### src/rtl/switch_debouncer.sv
// Slide-switch conditioner: per-bit two-flop synchroniser followed by a per-bit
// debounce counter; a bit commits after holding a new value long enough.
module switch_debouncer #(
  parameter int WIDTH           = 8,
  parameter int DEBOUNCE_CYCLES = 500000
) (
  input  logic             clk,
  input  logic             reset,
  input  logic [WIDTH-1:0] sw_raw,
  output logic [WIDTH-1:0] sw_stable,
  output logic [WIDTH-1:0] sw_change_mask,
  output logic             sw_changed
);

  localparam int CNT_W = ($clog2(DEBOUNCE_CYCLES) > 1) ? $clog2(DEBOUNCE_CYCLES) : 1;
  localparam logic [CNT_W-1:0] CNT_LAST = CNT_W'(DEBOUNCE_CYCLES - 1);

  logic [WIDTH-1:0] sync_p0;
  logic [WIDTH-1:0] sync_p1;
  logic [CNT_W-1:0] cnt [WIDTH];

  function automatic logic [CNT_W-1:0] cnt_inc(input logic [CNT_W-1:0] c);
    return c + CNT_W'(1);
  endfunction

  // Stage p0/p1: metastability guard on the asynchronous switch pins
  always_ff @(posedge clk) begin
    if (!reset) begin
      sync_p0 <= '0;
      sync_p1 <= '0;
    end else begin
      sync_p0 <= sw_raw;
      sync_p1 <= sync_p0;
    end
  end

  // Debounce stage: any agreement with the committed value restarts the count
  always_ff @(posedge clk) begin
    if (!reset) begin
      sw_stable      <= '0;
      sw_change_mask <= '0;
      for (int i = 0; i < WIDTH; i++) cnt[i] <= '0;
    end else begin
      for (int i = 0; i < WIDTH; i++) begin
        if (sync_p1[i] == sw_stable[i]) begin
          cnt[i]            <= '0;
          sw_change_mask[i] <= 1'b0;
        end else if (cnt[i] == CNT_LAST) begin
          sw_stable[i]      <= sync_p1[i];
          cnt[i]            <= '0;
          sw_change_mask[i] <= 1'b1;
        end else begin
          cnt[i]            <= cnt_inc(cnt[i]);
          sw_change_mask[i] <= 1'b0;
        end
      end
    end
  end

  assign sw_changed = |sw_change_mask;

endmodule

### config.mk
export PLATFORM = sky130hd
export DESIGN_NAME = switch_debouncer
export DESIGN_NICKNAME = d
export VERILOG_FILES = /design/src/rtl/switch_debouncer.sv
export SDC_FILE = /design/constraint.sdc
export NUM_CORES = 1
export LEC_CHECK = 0
export CAP_MARGIN = 15
export CORE_MARGIN = 5
export CORE_UTILIZATION = 40
export CTS_BUF_LIST = sky130_fd_sc_hd__clkbuf_2 sky130_fd_sc_hd__clkbuf_4 sky130_fd_sc_hd__clkbuf_8
export DETAILED_ROUTE_END_ITERATION = 10
export GPL_TIMING_DRIVEN = 0
export PLACE_DENSITY = 0.53
export SKIP_LAST_GASP = 1
export SYNTH_ARGS = -nofsm -noshare
export SYNTH_HDL_FRONTEND = slang
export SYNTH_SLANG_ARGS = --single-unit
### constraint.sdc
create_clock -name clk -period 6.6 [get_ports clk]
set_input_delay 1.32 -clock clk [delete_from_list [all_inputs] [get_ports clk]]
set_output_delay 1.32 -clock clk [all_outputs]
set_load 0.05 [all_outputs]
# [Word-level counts from Yosys, hierarchy flattened]
# Memory sizes are Yosys's and may differ from the RTL's.
# Index checks and enable logic that the tools add are counted.
[op_classes] addsub=8 n_eq_ne=16 muxes=113 n_bitwise=32 n_reduce_logical=9
[ops] op="2-to-1 mux 19 bit" count=24
[ops] op="adder 19 x 1 -> 19 bit, second input constant" count=8
[ops] op="== test 19 bit, second input constant" count=8
[ops] op="2-to-1 mux 1 bit" count=89
[ops] op="bitwise OR 1 bit" count=24
[ops] op="AND reduction 2 bit" count=8
[ops] op="== test 1 bit" count=8
[ops] op="NOT 1 bit" count=8
[ops] op="OR reduction 8 bit" count=1
[totals] register_bits=32 ram_bits=152 input_bits=10 out_inout_bits=17 wordCells=190 memories=1
[memory_table] name="cnt" words=8 word_bits=19 read_ports=8 rd_ports_with_merged_regs=0 write_ports=8 line_no="20" rtl="logic [CNT_W-1:0] cnt [WIDTH];"

# [Depth between registers and ports, before layout]
# Gate-level depths: netlist of run 1.
[depth] ltp_word=7 mapped_depth=8

# [Least setup slack after synthesis of run 1]
# OpenSTA, ideal clock, no wires.
[synth_path] kind="input port to flip-flop" start="in reset" end="mem cnt[0][44] (netlist name), data pin" arrival_time_ns=2.216 required_ns=6.334 setup_slack_ns=4.118 cell_stages=5 path_cell_list="clkbuf_1 > nand2_1 > o21bai_1 > clkbuf_1 > nor2_1"
[synth_rtl] item="start, declared" line_no="8" rtl="input logic reset,"
[synth_rtl] item="end, declared" line_no="20"

# [Final worst setup path of run 1]
[layout_path] start="reg sw_change_mask[1]" end="out sw_changed"
[layout_via] elab_chain_cells=1
[layout_lines] item="start, declared" line_no="11" rtl="output logic [WIDTH-1:0] sw_change_mask,"
[layout_lines] item="start signal, assigned" line_no="41" rtl="sw_change_mask <= '0;"
[layout_lines] item="start signal, assigned by index" line_no="47" rtl="sw_change_mask[i] <= 1'b0;"
[layout_lines] item="start signal, assigned by index" line_no="51" rtl="sw_change_mask[i] <= 1'b1;"
[layout_lines] item="OR reduction 8 bit" line_no="60" rtl="assign sw_changed = |sw_change_mask;"
[layout_lines] item="end, declared" line_no="12" rtl="output logic sw_changed"
# No other way between the ends.

==> results of run 1 <==
## path summary, 6_finish.rpt
check,from,end,slack [ps]
worst max register to register,cnt[1][0]$_SDFFCE_PN0P_,cnt[1][6]$_SDFFCE_PN0P_,4040
worst min-delay path,sync_p0[4]$_SDFF_PN0_,sync_p1[4]$_SDFF_PN0_,440
worst min register to register,sync_p0[4]$_SDFF_PN0_,sync_p1[4]$_SDFF_PN0_,440
worst max-delay path,sw_change_mask[1]$_SDFF_PN0_,sw_changed,3340
## routing by layer
| metal | vias to the layer above | share of wire | wire length (um) |
|---|---|---|---|
| li1 | 3581 | - | - |
| met1 | 3184 | 0.50 | 9070 |
| met2 | 57 | 0.46 | 8290 |
| met3 | 20 | 0.023 | 423 |
| met4 | 0 | 0.014 | 257 |
| met5 | - | 0 | 0 |
## cell families after synthesis
logic type	after synthesis
simple gates	455
flops	184
xor+xnor	104
compound gates	102
buf+inv	54
fa+ha+maj	8
other cells	1
mux	1
## sequential cells by signal, summed over array words and instances, names as in the netlist
name,count
cnt,152
sw_change_mask,8
sw_stable,8
sync_p0,8
sync_p1,8
## critical path, stage by stage (launching register included)
cell and delay, ps:
dfxtp_1 380, nor4_1 320, nand2_1 90, clkdlybuf4s50_1 710
## stage by stage
step                      power [mW]  cell area (sq um)  setup WS (ps)
after floorplan                 1.44              10000           4120
after global placement          1.47              10700           2970
after detailed placement        1.47              10700           2960
after CTS                       2.24              11100           3300
after global routing            2.31              11100           3250
final                           2.20              11100           3340
## layout by cell type (no fill, tap or decap), types with 4 or more instances in the layout
cell             count
edfxtp_1           152
conb_1             152
nor2_1             123
nand2_1             71
xor2_1              53
xnor2_1             51
nand3_1             50
a21oi_1             43
nand4_1             36
dfxtp_1             32
clkdlybuf4s50_1     26
or3_1               25
nor4_1              24
and2_1              24
clkbuf_1            24
inv_1               24
nor3_1              24
o21ai_0             24
or4_1               20
clkbuf_8            18
o31ai_1             16
and4_1              14
nor4b_1             11
and3_1              11
ha_1                 8
or2_2                7
o21a_1               6
buf_2                4
clkinvlp_4           4
## power groups by stage
stage	clock network, mW	registers [mW]	logic (mW)
CTS	0.791	1.35	0.0999
finish	0.754	1.35	0.100
global placement	0	1.37	0.0991
floorplan	0	1.36	0.0780
detailed placement	0	1.37	0.0992
global route	0.838	1.35	0.116
## cell type report
| cell class | count | area share |
|---|---|---|
| plain buffers | 30 | 0.0116 |
| inverters | 24 | 0.00812 |
| well taps | 319 | 0.0360 |
| multi-input cells | 822 | 0.416 |
| clock buffers | 20 | 0.0237 |
| flip-flops and latches | 184 | 0.469 |
| clock inverters | 12 | 0.0116 |
| repair buffers | 26 | 0.0235 |
==> summary.txt, run 1 <==
Clock network
  • Sink Count: 184
  • CTS tree: built
  • Clock slew at reported path FFs: 80 ps
  • CTS Hold Bufs: 0
  • H-tree depth: 4
  • Postcts setup bufs: 0
  • Clock Tree Buf Depth: 2
  • Worst-Skew Late Latency: roughly 450 ps
  • CTS root buf: clkbuf_8
  • Post-CTS resize count: 0
  • Total CTS buffers: 17

Die
  • Row cnt: 56
  • Die area: ~27000 sq um
  • Initial core utilization: 0.405
  • Die X-Extent: 164 um
  • Io pins: 27
  • Die height: roughly 160 um
  • Core area: 23400 sq um

Synthesis
  • Area contributors post-synth: edfxtp_1 (48%), dfxtp_1 (6.8%), xor2_1 (4.9%)
  • Synth warnings: 0
  • Synth Area per Inst: 10.4 sq um
  • Post-synth ARST share: 0
  • Mapped cell area: 9470 sq um
  • Cell accounting for the most synthesized area: edfxtp_1
  • Post-synth top area share: 0.482
  • Adder-Cell Fraction of Synth Area: 0.0106
  • Post-synthesis sequential area ratio: 0.549
  • Most common cell in the netlist: edfxtp_1
  • Post-synthesis compound-gate area fraction: 0.0650
  • Most used flip-flop cell after synthesis: edfxtp_1
  • Largest family of logic cells by synthesized area: simple AND/OR/NAND/NOR gates
  • Post-synthesis xor/xnor area fraction: 0.0961
  • Yosys reg bits: approximately 180
  • Count of cell types in the netlist: 48
  • Gate Count Post-Synth: 909
  • Multiplexer share of the synthesized area: 0.00106
  • EDFF count, synth: 152
  • Simple-gate share of the synthesized area: 0.254
  • Post-synth top cells: edfxtp_1 (152), nor2_1 (123), nand2_1 (71)

Global route
  • First-pass GRT wire length: 30800 um
  • Pin count of the biggest net entering global routing: 17
  • Met3 Usage GRT: 0.0261
  • Vias in the first global route: 6545
  • Grt peak-use layer: met2
  • Met2 Track Usage GR: 0.231
  • GRT Total Usage: 0.141
  • GR Util met1: 0.191
  • Initial antenna violation count: 0
  • Gr ovfl total: 0

Layout
  • Final Non-Filler Cells: 1437
  • Area of the multi-input gates: between 4000 and 5000 sq um
  • Share of layout cells above drive strength 1: 0.0510
  • Nets: 1123
  • Number of filler cells placed in the layout: 2303
  • Antenna fix cells: 0
  • Register area: 5200 sq um
  • Area grow syn2layout: 17.1%
  • Fin util: 0.474

Route
  • Drt first pass iters: 5
  • Antenna Nets Post-Route: 0
  • Wire per inst: 12.6 um
  • Via density per instance: 4.76
  • DR vias: around 6.8k
  • DRC: 0
  • Post-Route WL: 18000 um
  • Starting DRT DRC Count: 284

Hold path
  • Worst hold path class: register to register
  • Hold path cells: 1

STA
  • Final Cycle Share: 0.493
  • Max_slew headroom: 0.542
  • Setup-failing EPs final: 0
  • Final hold viol count: 0
  • TNS Setup: 0 ps
  • Max Slew Vio Count: 0
  • RSZ-0062 raised after global routing: false
  • Actual slew at the worst max-slew pin: between 600 and 700 ps
  • Hold_ws: 438 ps
  • Fin crit period: roughly 3300 ps
  • Skew final: approximately 16 ps
  • Max Freq: 0.307 GHz

Pwr
  • PD cells: 198 nW/um^2
  • Leak pwr: roughly 3.7 nW
  • Sw frac: 0.230
  • Clock power frac: 0.343
  • Flop pwr share: 0.612
  • Combinational group share of total power: 0.046
  • P_sw: 0.506 mW
  • VDD IR-drop max: 0.000102 V
  • P_int: 1.69 mW

Placement
  • Routability Congestion: between 0.7 and 0.8
  • Port buffer count: 26
  • Hpwl dp: 13400 um
  • Placed Cells: 1405

Setup path
  • Crit end category: output port
  • Worst-path fanout max: 2
  • Startpoint type of the worst setup path: register
  • R2r worst-path depth: 7
  • CP arrival: 1940 ps
  • WP data required: approximately 5300 ps
  • Crit path kind: register to output port

Job
  • Max-cap violations: 0

Status
  • Outcome: finished clean
Note: power is estimated with default switching activity, not from simulation.
==> run 2: changes to the inputs <==
==> constraint.sdc (replaced) <==
create_clock -name clk -period 3 [get_ports clk]
set_input_delay 0.6 -clock clk [delete_from_list [all_inputs] [get_ports clk]]
set_output_delay 0.6 -clock clk [all_outputs]
set_load 0.05 [all_outputs]
==> results of run 2 <==
Same layout as run 1 (identical final DEF). Status: finished clean.
Among the figures that moved: setup slack after placement 2960 ps -> 83.2 ps; setup slack after layout 3340 ps -> 439 ps; start point of the critical path sw_change_mask[1]$_SDFF_PN0_ -> cnt[1][0]$_SDFFCE_PN0P_; end point of the critical path sw_changed -> cnt[1][6]$_SDFFCE_PN0P_; register-to-register setup slack 4040 ps -> 440 ps; total power 2.20 mW -> 4.84 mW; worst IR drop on VDD 0.000102 V -> 0.000224 V
==> run 3: changes to the inputs <==
--- a/config.mk
+++ b/config.mk
@@ -5,6 +5,7 @@
 export SDC_FILE = /design/constraint.sdc
 export NUM_CORES = 1
 export LEC_CHECK = 0
+export ABC_AREA = 0
 export CAP_MARGIN = 15
 export CORE_MARGIN = 5
 export CORE_UTILIZATION = 40
==> results of run 3 <==
Same layout as run 1 (identical final DEF). Status: finished clean.
Among the figures that moved: setup slack after placement 2960 ps -> 83.2 ps; setup slack after layout 3340 ps -> 439 ps; start point of the critical path sw_change_mask[1]$_SDFF_PN0_ -> cnt[1][0]$_SDFFCE_PN0P_; end point of the critical path sw_changed -> cnt[1][6]$_SDFFCE_PN0P_; register-to-register setup slack 4040 ps -> 440 ps; total power 2.20 mW -> 4.84 mW; worst IR drop on VDD 0.000102 V -> 0.000224 V
